<file path="src/rtl/vm_pkg.sv">
// Shared vending-machine types: dispenser FSM states, coin denominations and
// their one-hot hopper bit positions, and change-dispense error codes.
package vm_pkg;

  typedef enum logic [2:0] {
    ST_IDLE,
    ST_SELECT,
    ST_REQ,
    ST_GAP,
    ST_FINISH
  } state_e;

  localparam int unsigned DENOM_50 = 50;
  localparam int unsigned DENOM_10 = 10;
  localparam int unsigned DENOM_5  = 5;
  localparam int unsigned DENOM_1  = 1;

  localparam int unsigned BIT_50 = 3;
  localparam int unsigned BIT_10 = 2;
  localparam int unsigned BIT_5  = 1;
  localparam int unsigned BIT_1  = 0;

  typedef enum logic [1:0] {
    ERR_NONE      = 2'b00,
    ERR_NO_CHANGE = 2'b01,
    ERR_TIMEOUT   = 2'b10
  } err_code_e;

endpackage

</file>
<file path="src/rtl/coin_selector.sv">
// Combinational picker: largest denomination that fits in remaining and whose
// hopper is not empty; none_found when no hopper can make progress.
module coin_selector
  import vm_pkg::*;
#(
  parameter int AMT_W = 8
) (
  input  logic [AMT_W-1:0] remaining,
  input  logic [3:0]       hopper_empty,
  output logic [3:0]       sel,
  output logic [AMT_W-1:0] denom,
  output logic             none_found
);

  always_comb begin
    sel        = '0;
    denom      = '0;
    none_found = 1'b0;
    if (!hopper_empty[BIT_50] && remaining >= AMT_W'(DENOM_50)) begin
      sel[BIT_50] = 1'b1;
      denom       = AMT_W'(DENOM_50);
    end else if (!hopper_empty[BIT_10] && remaining >= AMT_W'(DENOM_10)) begin
      sel[BIT_10] = 1'b1;
      denom       = AMT_W'(DENOM_10);
    end else if (!hopper_empty[BIT_5] && remaining >= AMT_W'(DENOM_5)) begin
      sel[BIT_5] = 1'b1;
      denom      = AMT_W'(DENOM_5);
    end else if (!hopper_empty[BIT_1] && remaining >= AMT_W'(DENOM_1)) begin
      sel[BIT_1] = 1'b1;
      denom      = AMT_W'(DENOM_1);
    end else begin
      none_found = 1'b1;
    end
  end

endmodule

</file>
<file path="src/rtl/change_dispenser.sv">
// Pays out a change amount one coin at a time, largest-first, with a per-coin
// req/ack handshake and ack timeout; reports done/err/remaining/coins_paid.
module change_dispenser
  import vm_pkg::*;
#(
  parameter int AMT_W       = 8,
  parameter int ACK_TIMEOUT = 255
) (
  input  logic             clk,
  input  logic             rst,
  input  logic             change_valid,
  input  logic [AMT_W-1:0] change_amount,
  output logic             change_ready,
  output logic [3:0]       coin_req,
  input  logic             hopper_ack,
  input  logic [3:0]       hopper_empty,
  output logic             done,
  output logic             err,
  output logic [1:0]       err_code,
  output logic [AMT_W-1:0] remaining,
  output logic [AMT_W-1:0] coins_paid
);

  // Timer holds 0..ACK_TIMEOUT-1: the index of the current REQ cycle.
  localparam int TMR_W = (ACK_TIMEOUT > 1) ? $clog2(ACK_TIMEOUT) : 1;
  localparam logic [TMR_W-1:0] TMR_LAST = TMR_W'(ACK_TIMEOUT - 1);

  state_e           state_q, state_d;
  logic [3:0]       coin_req_q, coin_req_d;
  logic [AMT_W-1:0] denom_q, denom_d;
  logic [TMR_W-1:0] timer_q, timer_d;
  logic [AMT_W-1:0] remaining_q, remaining_d;
  logic [AMT_W-1:0] coins_paid_q, coins_paid_d;
  err_code_e        err_code_q, err_code_d;
  logic             done_q, done_d;
  logic             err_q, err_d;

  logic [3:0]       sel_onehot;
  logic [AMT_W-1:0] sel_denom;
  logic             sel_none;

  coin_selector #(
    .AMT_W(AMT_W)
  ) u_coin_selector (
    .remaining   (remaining_q),
    .hopper_empty(hopper_empty),
    .sel         (sel_onehot),
    .denom       (sel_denom),
    .none_found  (sel_none)
  );

  always_comb begin
    state_d      = state_q;
    coin_req_d   = coin_req_q;
    denom_d      = denom_q;
    timer_d      = timer_q;
    remaining_d  = remaining_q;
    coins_paid_d = coins_paid_q;
    err_code_d   = err_code_q;
    unique case (state_q)
      ST_IDLE: begin
        if (change_valid) begin
          remaining_d  = change_amount;
          coins_paid_d = '0;
          err_code_d   = ERR_NONE;
          state_d      = (change_amount == '0) ? ST_FINISH : ST_SELECT;
        end
      end
      ST_SELECT: begin
        if (sel_none) begin
          err_code_d = ERR_NO_CHANGE;
          state_d    = ST_FINISH;
        end else begin
          coin_req_d = sel_onehot;
          denom_d    = sel_denom;
          timer_d    = '0;
          state_d    = ST_REQ;
        end
      end
      ST_REQ: begin
        // An ack in the last allowed cycle beats the timeout.
        if (hopper_ack) begin
          remaining_d  = remaining_q - denom_q;
          coins_paid_d = coins_paid_q + AMT_W'(1);
          coin_req_d   = '0;
          state_d      = ST_GAP;
        end else if (timer_q == TMR_LAST) begin
          coin_req_d = '0;
          err_code_d = ERR_TIMEOUT;
          state_d    = ST_FINISH;
        end else begin
          timer_d = timer_q + TMR_W'(1);
        end
      end
      ST_GAP:    state_d = (remaining_q == '0) ? ST_FINISH : ST_SELECT;
      ST_FINISH: state_d = ST_IDLE;
      default:   state_d = ST_IDLE;
    endcase
    // done/err are registered so they are high exactly during FINISH.
    done_d = (state_d == ST_FINISH);
    err_d  = done_d && (err_code_d != ERR_NONE);
  end

  always_ff @(posedge clk or negedge rst) begin
    if (!rst) begin
      state_q      <= ST_IDLE;
      coin_req_q   <= '0;
      denom_q      <= '0;
      timer_q      <= '0;
      remaining_q  <= '0;
      coins_paid_q <= '0;
      err_code_q   <= ERR_NONE;
      done_q       <= 1'b0;
      err_q        <= 1'b0;
    end else begin
      state_q      <= state_d;
      coin_req_q   <= coin_req_d;
      denom_q      <= denom_d;
      timer_q      <= timer_d;
      remaining_q  <= remaining_d;
      coins_paid_q <= coins_paid_d;
      err_code_q   <= err_code_d;
      done_q       <= done_d;
      err_q        <= err_d;
    end
  end

  assign change_ready = (state_q == ST_IDLE);
  assign coin_req     = coin_req_q;
  assign done         = done_q;
  assign err          = err_q;
  assign err_code     = err_code_q;
  assign remaining    = remaining_q;
  assign coins_paid   = coins_paid_q;

endmodule

</file>
<file path="config.mk">
export PLATFORM = sky130hd
export DESIGN_NAME = change_dispenser
export DESIGN_NICKNAME = d
export VERILOG_FILES = /design/src/rtl/vm_pkg.sv /design/src/rtl/coin_selector.sv /design/src/rtl/change_dispenser.sv
export SDC_FILE = /design/constraint.sdc
export NUM_CORES = 1
export LEC_CHECK = 0
export CAP_MARGIN = 20
export CORE_ASPECT_RATIO = 1.5
export CORE_MARGIN = 2
export CORE_UTILIZATION = 55
export CTS_CLUSTER_DIAMETER = 30
export DETAILED_ROUTE_END_ITERATION = 6
export PLACE_DENSITY = 0.82
export SYNTH_ARGS = -nofsm -noshare
export SYNTH_HDL_FRONTEND = slang
export SYNTH_HIERARCHICAL = 1
export SYNTH_SLANG_ARGS = --single-unit
</file>
<file path="constraint.sdc">
create_clock -name clk -period 5.5 [get_ports clk]
set_input_delay 1.1 -clock clk [delete_from_list [all_inputs] [get_ports clk]]
set_output_delay 1.1 -clock clk [all_outputs]
set_load 0.005 [all_outputs]
</file>
# Yosys cells after proc, flatten, opt, wreduce, memory -nomap -nowiden
# Index checks and enable logic that the tools add are counted.
# totals
regBits	43
elab_cells	88
memories	0
romBits	0
inputBits	16
output_inout_bits	25
mem_bits_rw	0
latchBits	0
# op_classes
n_addsub	3
mul	0
order_cmp	4
n_div	0
n_eq_ne	11
shifts	0
reduce_logical	19
mux	41
bitwise	1
# ops
op	count
2-to-1 mux 8 bit	10
case mux 8 bit (2 select lines)	3
2-to-1 mux 3 bit	7
adder 8 x 1 -> 8 bit (second input constant)	2
logical NOT 8 bit	2
2-to-1 mux 4 bit	3
case mux 3 bit (4 select lines)	1
2-to-1 mux 1 bit	10
2-to-1 mux 2 bit	5
inequality test 2 bit (second input constant)	5
== test 8 bit (second input constant)	1
greater-or-equal comparator 8 x 1 -> 1 bit (second input constant)	1
greater-or-equal comparator 8 x 3 -> 1 bit (second input constant)	1
greater-or-equal comparator 8 x 4 -> 1 bit (second input constant)	1
greater-or-equal comparator 8 x 6 -> 1 bit (second input constant)	1
case mux 4 bit (2 select lines)	1
subtractor 8 bit	1
== test 3 x 2 -> 1 bit (second input constant)	2
case mux 2 bit (3 select lines)	1
AND reduction 3 bit	2
nonzero test 2 bit	3
logical AND 1 bit	5
logical NOT 1 bit	4
AND reduction 4 bit	1
other kinds (6)	6

# Logic depth before layout (Yosys ltp)
# logic_depth
depth_word	10
ltp_mapped	9
ltp_nobuf	9

# Cells and area by module
# The synthesis kept the hierarchy.
# modules_own_cells
mod	cells_each	n_inst	area_per_inst_um2	seq_area_each_um2
change_dispenser	239	1	2347.3	1076.0
coin_selector	26	1	203.9	0.0

# Worst setup path after synthesis
# Ideal clock, no wire load.
# synth_path
kind	input port to flip-flop
from	input port hopper_empty[3]
to	register coin_req_q[0], in the netlist coin_req[0]
n_path_buf	1
required_ns	5.434
path_stages	6
arrival_ns	2.619
setup_slack_ns	2.816
setup_time_ns	0.066
path_cell_list	nand3b_1 -> o22ai_2 -> nor4b_2 -> nor4b_4 -> clkbuf_1 -> a22o_1
# synth_via
elab_chain_cells	5
elab_cells_between_ends	8
classes_between	eq/ne: 1; mux: 4; reduce/logical: 3
# synth_lines
element	line_no	text
start: declaration	change_dispenser.sv:16	input logic [3:0] hopper_empty,
logical NOT 1 bit	coin_selector.sv:19	if (!hopper_empty[BIT_50] && remaining >= AMT_W'(DENOM_50)) begin
logical AND 1 bit	coin_selector.sv:19	
2-to-1 mux 1 bit	coin_selector.sv:19	
via sel_none	change_dispenser.sv:40	logic sel_none;
inequality test 2 bit (no source line)	-	
AND reduction 3 bit (no source line)	-	
end signal: assignment	change_dispenser.sv:117	coin_req_q <= coin_req_d;
end: declaration	change_dispenser.sv:29	logic [3:0] coin_req_q, coin_req_d;
# The timed path passes the listed nets, and every way through them passes these cells. The select of a mux whose other input is x is not followed.
# A chain may end at the register's enable or synchronous reset.

# Worst setup path after layout
# layout_path
from	input port hopper_empty[3]
to	register denom_q[0]
# layout_via
elab_chain_cells	5
elab_cells_between_ends	6
classes_between	mux: 2; bitwise: 1; reduce/logical: 3
# layout_lines
element	line_no	text
logical NOT 1 bit	coin_selector.sv:19	
logical AND 1 bit	coin_selector.sv:19	
2-to-1 mux 1 bit	coin_selector.sv:19	
via sel_none	change_dispenser.sv:40	
inverter 1 bit (no source line)	-	
AND reduction 2 bit (no source line)	-	
end signal: assignment	change_dispenser.sv:118	denom_q <= denom_d;
end: declaration	change_dispenser.sv:30	logic [AMT_W-1:0] denom_q, denom_d;
# The timed path passes the listed nets, and every way through them passes these cells.

==> impl_metrics.env <==
export IMPL_biggest_fanout_along_the_worst_timing_path=19
export IMPL_grt_antenna_before_repair=0
export IMPL_holdCritPathClass="flip-flop to flip-flop"
export IMPL_io_pin_count=41
export IMPL_slew_headroom_pct=50.8
export IMPL_cts_resized_gates=0
export IMPL_syn_inst=265
export IMPL_synthFlopType="dfrtp_1"
export IMPL_drt_pass1_iterations=4
export IMPL_synth_lib_cells_used_distinct=60
export IMPL_grt_first_pass_wirelength_mm=9.67
export IMPL_worst_slew_pin_transition_ps=738
export IMPL_synth_seq_cells=43
export IMPL_fp_dieW_um=59.6
export IMPL_crit_slowest_cell="nor4b_4"
export IMPL_setup_worst_path_class="primary input to flip-flop"
export IMPL_setup_tns_ps=0
export IMPL_wirelength_mm=5.97
export IMPL_dp_worst_setup_slack_ps=1920
export IMPL_endpoint_kind="flip-flop"
export IMPL_nNetsFinal=325
export IMPL_detail_route_drc_violations=0
export IMPL_vias=2111
export IMPL_place_port_buffers=40
export IMPL_die_height_um=87.4
export IMPL_cp_arrival_ps=3490
export IMPL_avgRoutedWirePerCell_um=17.2
export IMPL_cts_tree="built"
export IMPL_finalHoldViolations=0
export IMPL_synth_largest_area_cell="dfrtp_1"
export IMPL_setup_violations=0
export IMPL_overflow=0
export IMPL_cts_path_max_buffers=2
export IMPL_setup_repair_after_global_routing_missed_its_margin="false"
export IMPL_drv_slew=0
export IMPL_worstPathCellList="clkdlybuf4s50_1, nand3b_1, o22ai_2, nor4b_2, nor4b_4, buf_4, mux2_2"
export IMPL_synth_top_cell_area_share_pct=42.2
export IMPL_ys_async_rst_share_pct=100
export IMPL_period_utilization_pct=59.9
export IMPL_postRouteAntennaNets=0
export IMPL_avgViaCountPerCell=6.08
export IMPL_synth_enable_flop_cells=0
export IMPL_finalClockSkew_ps=6.92
export IMPL_final_period_minus_worst_setup_slack_ps=3300
export IMPL_dp_hpwl_mm=4.29
export IMPL_total_grt_usage_pct=24.6
export IMPL_cts_root_buf="clkbuf_8"
export IMPL_vdd_ir_drop_max_mv=0.337
export IMPL_place_congestion=0.828
export IMPL_power_density_nw_per_um2=532
export IMPL_post_route_cells_drive_above_1_share_pct=9.36
export IMPL_synthTopCellsByArea="dfrtp_1 42%, ha_1 4.9%, o21ai_0 4.5%, nand2_1 3.7%, xor2_1 3.1%"
export IMPL_synth_cell_area_um2=2550
export IMPL_postLayoutSetupSlackWorst_ps=2200
export IMPL_clk_latency_ps=300
export IMPL_num_rows=30
export IMPL_design_power_total_mw=1.63
export IMPL_via_count_of_the_first_global_routing_pass=2106
export IMPL_maximum_number_of_pins_on_one_net_before_global_route_repair=44
export IMPL_max_cap_viol_count=0
export IMPL_clock_sink_count=43
export IMPL_power_static_leakage_nw=1.32
export IMPL_timing_critical_path_required_ps=5690
export IMPL_initial_util_pct=56.6
export IMPL_cts_htree_levels=2
export IMPL_syn_avg_cell_area_um2=9.63
export IMPL_max_freq_mhz=303
export IMPL_cts_hold_buf=0
export IMPL_fillerInstances=337
export IMPL_detail_route_iter0_violations=90
export IMPL_num_antenna_cells=0
export IMPL_startpoint_type="primary input"
export IMPL_yosys_warnings=6
export IMPL_design_die_area_um2=5210
export IMPL_status="complete, no violations"
export IMPL_cts_inserted_buffers=5
export IMPL_area_growth_pct=19.8
export IMPL_synth_seq_area_share_pct=42.2
export IMPL_delay_of_the_slowest_cell_on_the_worst_path_ps=510
export IMPL_clk_transition_reported_paths_ps=90
export IMPL_final_worst_hold_slack_ps=480
export IMPL_core_um2=4500
export IMPL_postCtsSetupBuffers=0
-- kinds of logic after synthesis --
logic type | share of synthesized area (%)
compound gates | 17.0
mux | 2.45
xor+xnor | 4.46
simple gates | 22.5
flops | 42.2
other cells | 0.147
fa+ha+maj | 5.69
buf+inv | 5.64
-- per-layer routing --
metal / routed length (um) / track usage [%]
met2: 3090 / 42.3
met3: 190 / 4.31
met4: 200 / 11.7
met1: 2490 / 29.1
met5: 0 / 0
-- path summary, 6_finish.rpt --
path / cells past startpoint / to / slack [ps] / startpoint
min in group asynchronous: 1 / remaining[4] / 710 / rst
min reg2reg: 1 / timer_q[4] / 480 / timer_q[4]
max: 7 / denom_q[0] / 2200 / hopper_empty[3]
min: 1 / timer_q[4] / 480 / timer_q[4]
max in group asynchronous: 2 / timer_q[0] / 4300 / rst
max reg2reg: 6 / denom_q[0] / 2940 / remaining[3]
-- sequential cells by signal (all words and copies together), names as in the netlist --
register and count:
state_q 3, remaining 8, coins_paid 8, err 1, coin_req 4, timer_q 8
err_code 2, denom_q 8, done 1
-- cell type report --
class | count | area (um2) | share of cell area (%)
flip-flops and latches | 43 | 1080 | 35.2
well taps | 48 | 60.1 | 1.96
inverters | 12 | 45.0 | 1.47
multi-input cells | 194 | 1340 | 43.7
clock inverters | 2 | 35.0 | 1.15
clock buffers | 6 | 82.6 | 2.70
repair buffers | 42 | 423 | 13.8
-- critical path: cells and delay by family --
| family | cells | cell delay (ps) |
|---|---|---|
| muxes | 1 | 360 |
| AOI/OAI and AO/OA | 1 | 410 |
| and+or+nand+nor | 3 | 870 |
| buffers and inverters | 2 | 750 |
-- Yosys cell counts (4+ instances only) --
master and instances:
dfrtp_1 43, nand2_1 25, o21ai_0 23, nor2_1 16, inv_1 12, a21oi_1 10, ha_1 10, nor3_1 10
xor2_1 9, buf_4 8, nand3_1 6, nand4_1 6, and3_1 5, clkbuf_1 5, nor2b_1 5, a22o_1 4
mux2i_1 4, nor4_1 4, xnor2_1 4
-- power breakdown --
group	internal, mW	leakage (nW)	switching [mW]	total [mW]
clock network	0.147	0.0612	0.110	0.257
logic	0.390	0.699	0.418	0.809
registers	0.413	0.561	0.146	0.559
total	0.950	1.32	0.675	1.63
-- stage by stage --
stage / instance area [um2] / util, % / instances
3_3_place_gp: 2920 / 64.8 / 338
2_1_floorplan: 2550 / - / 266
4_1_cts: 3040 / 67.4 / 346
5_1_grt: 3060 / 67.9 / 347
3_5_place_dp: 2920 / 64.8 / 338
6_report: 3060 / 67.9 / 347
-- cells in the final DEF (no fill, tap or decap), types with 2 or more instances in the layout --
cell type | synthesis | routed
dfrtp_1 | 43 | 43
clkdlybuf4s50_1 | 0 | 39
nand2_1 | 25 | 25
o21ai_0 | 23 | 23
nor2_1 | 16 | 16
inv_1 | 12 | 12
nor3_1 | 10 | 10
a21oi_1 | 10 | 10
ha_1 | 10 | 10
xor2_1 | 9 | 9
nand3_1 | 6 | 6
nand4_1 | 6 | 6
clkbuf_8 | 0 | 6
and3_1 | 5 | 5
nor2b_1 | 5 | 5
mux2i_1 | 4 | 4
nor4_1 | 4 | 4
xnor2_1 | 4 | 4
a22o_1 | 4 | 4
and2_1 | 3 | 3
nand2b_1 | 3 | 3
a211oi_1 | 3 | 3
a31oi_1 | 3 | 3
a31o_2 | 2 | 2
or3_1 | 2 | 2
mux2_2 | 2 | 2
nand3b_1 | 2 | 2
a21o_1 | 2 | 2
conb_1 | 1 | 2
No activity file was read; power rests on OpenSTA's default activity.
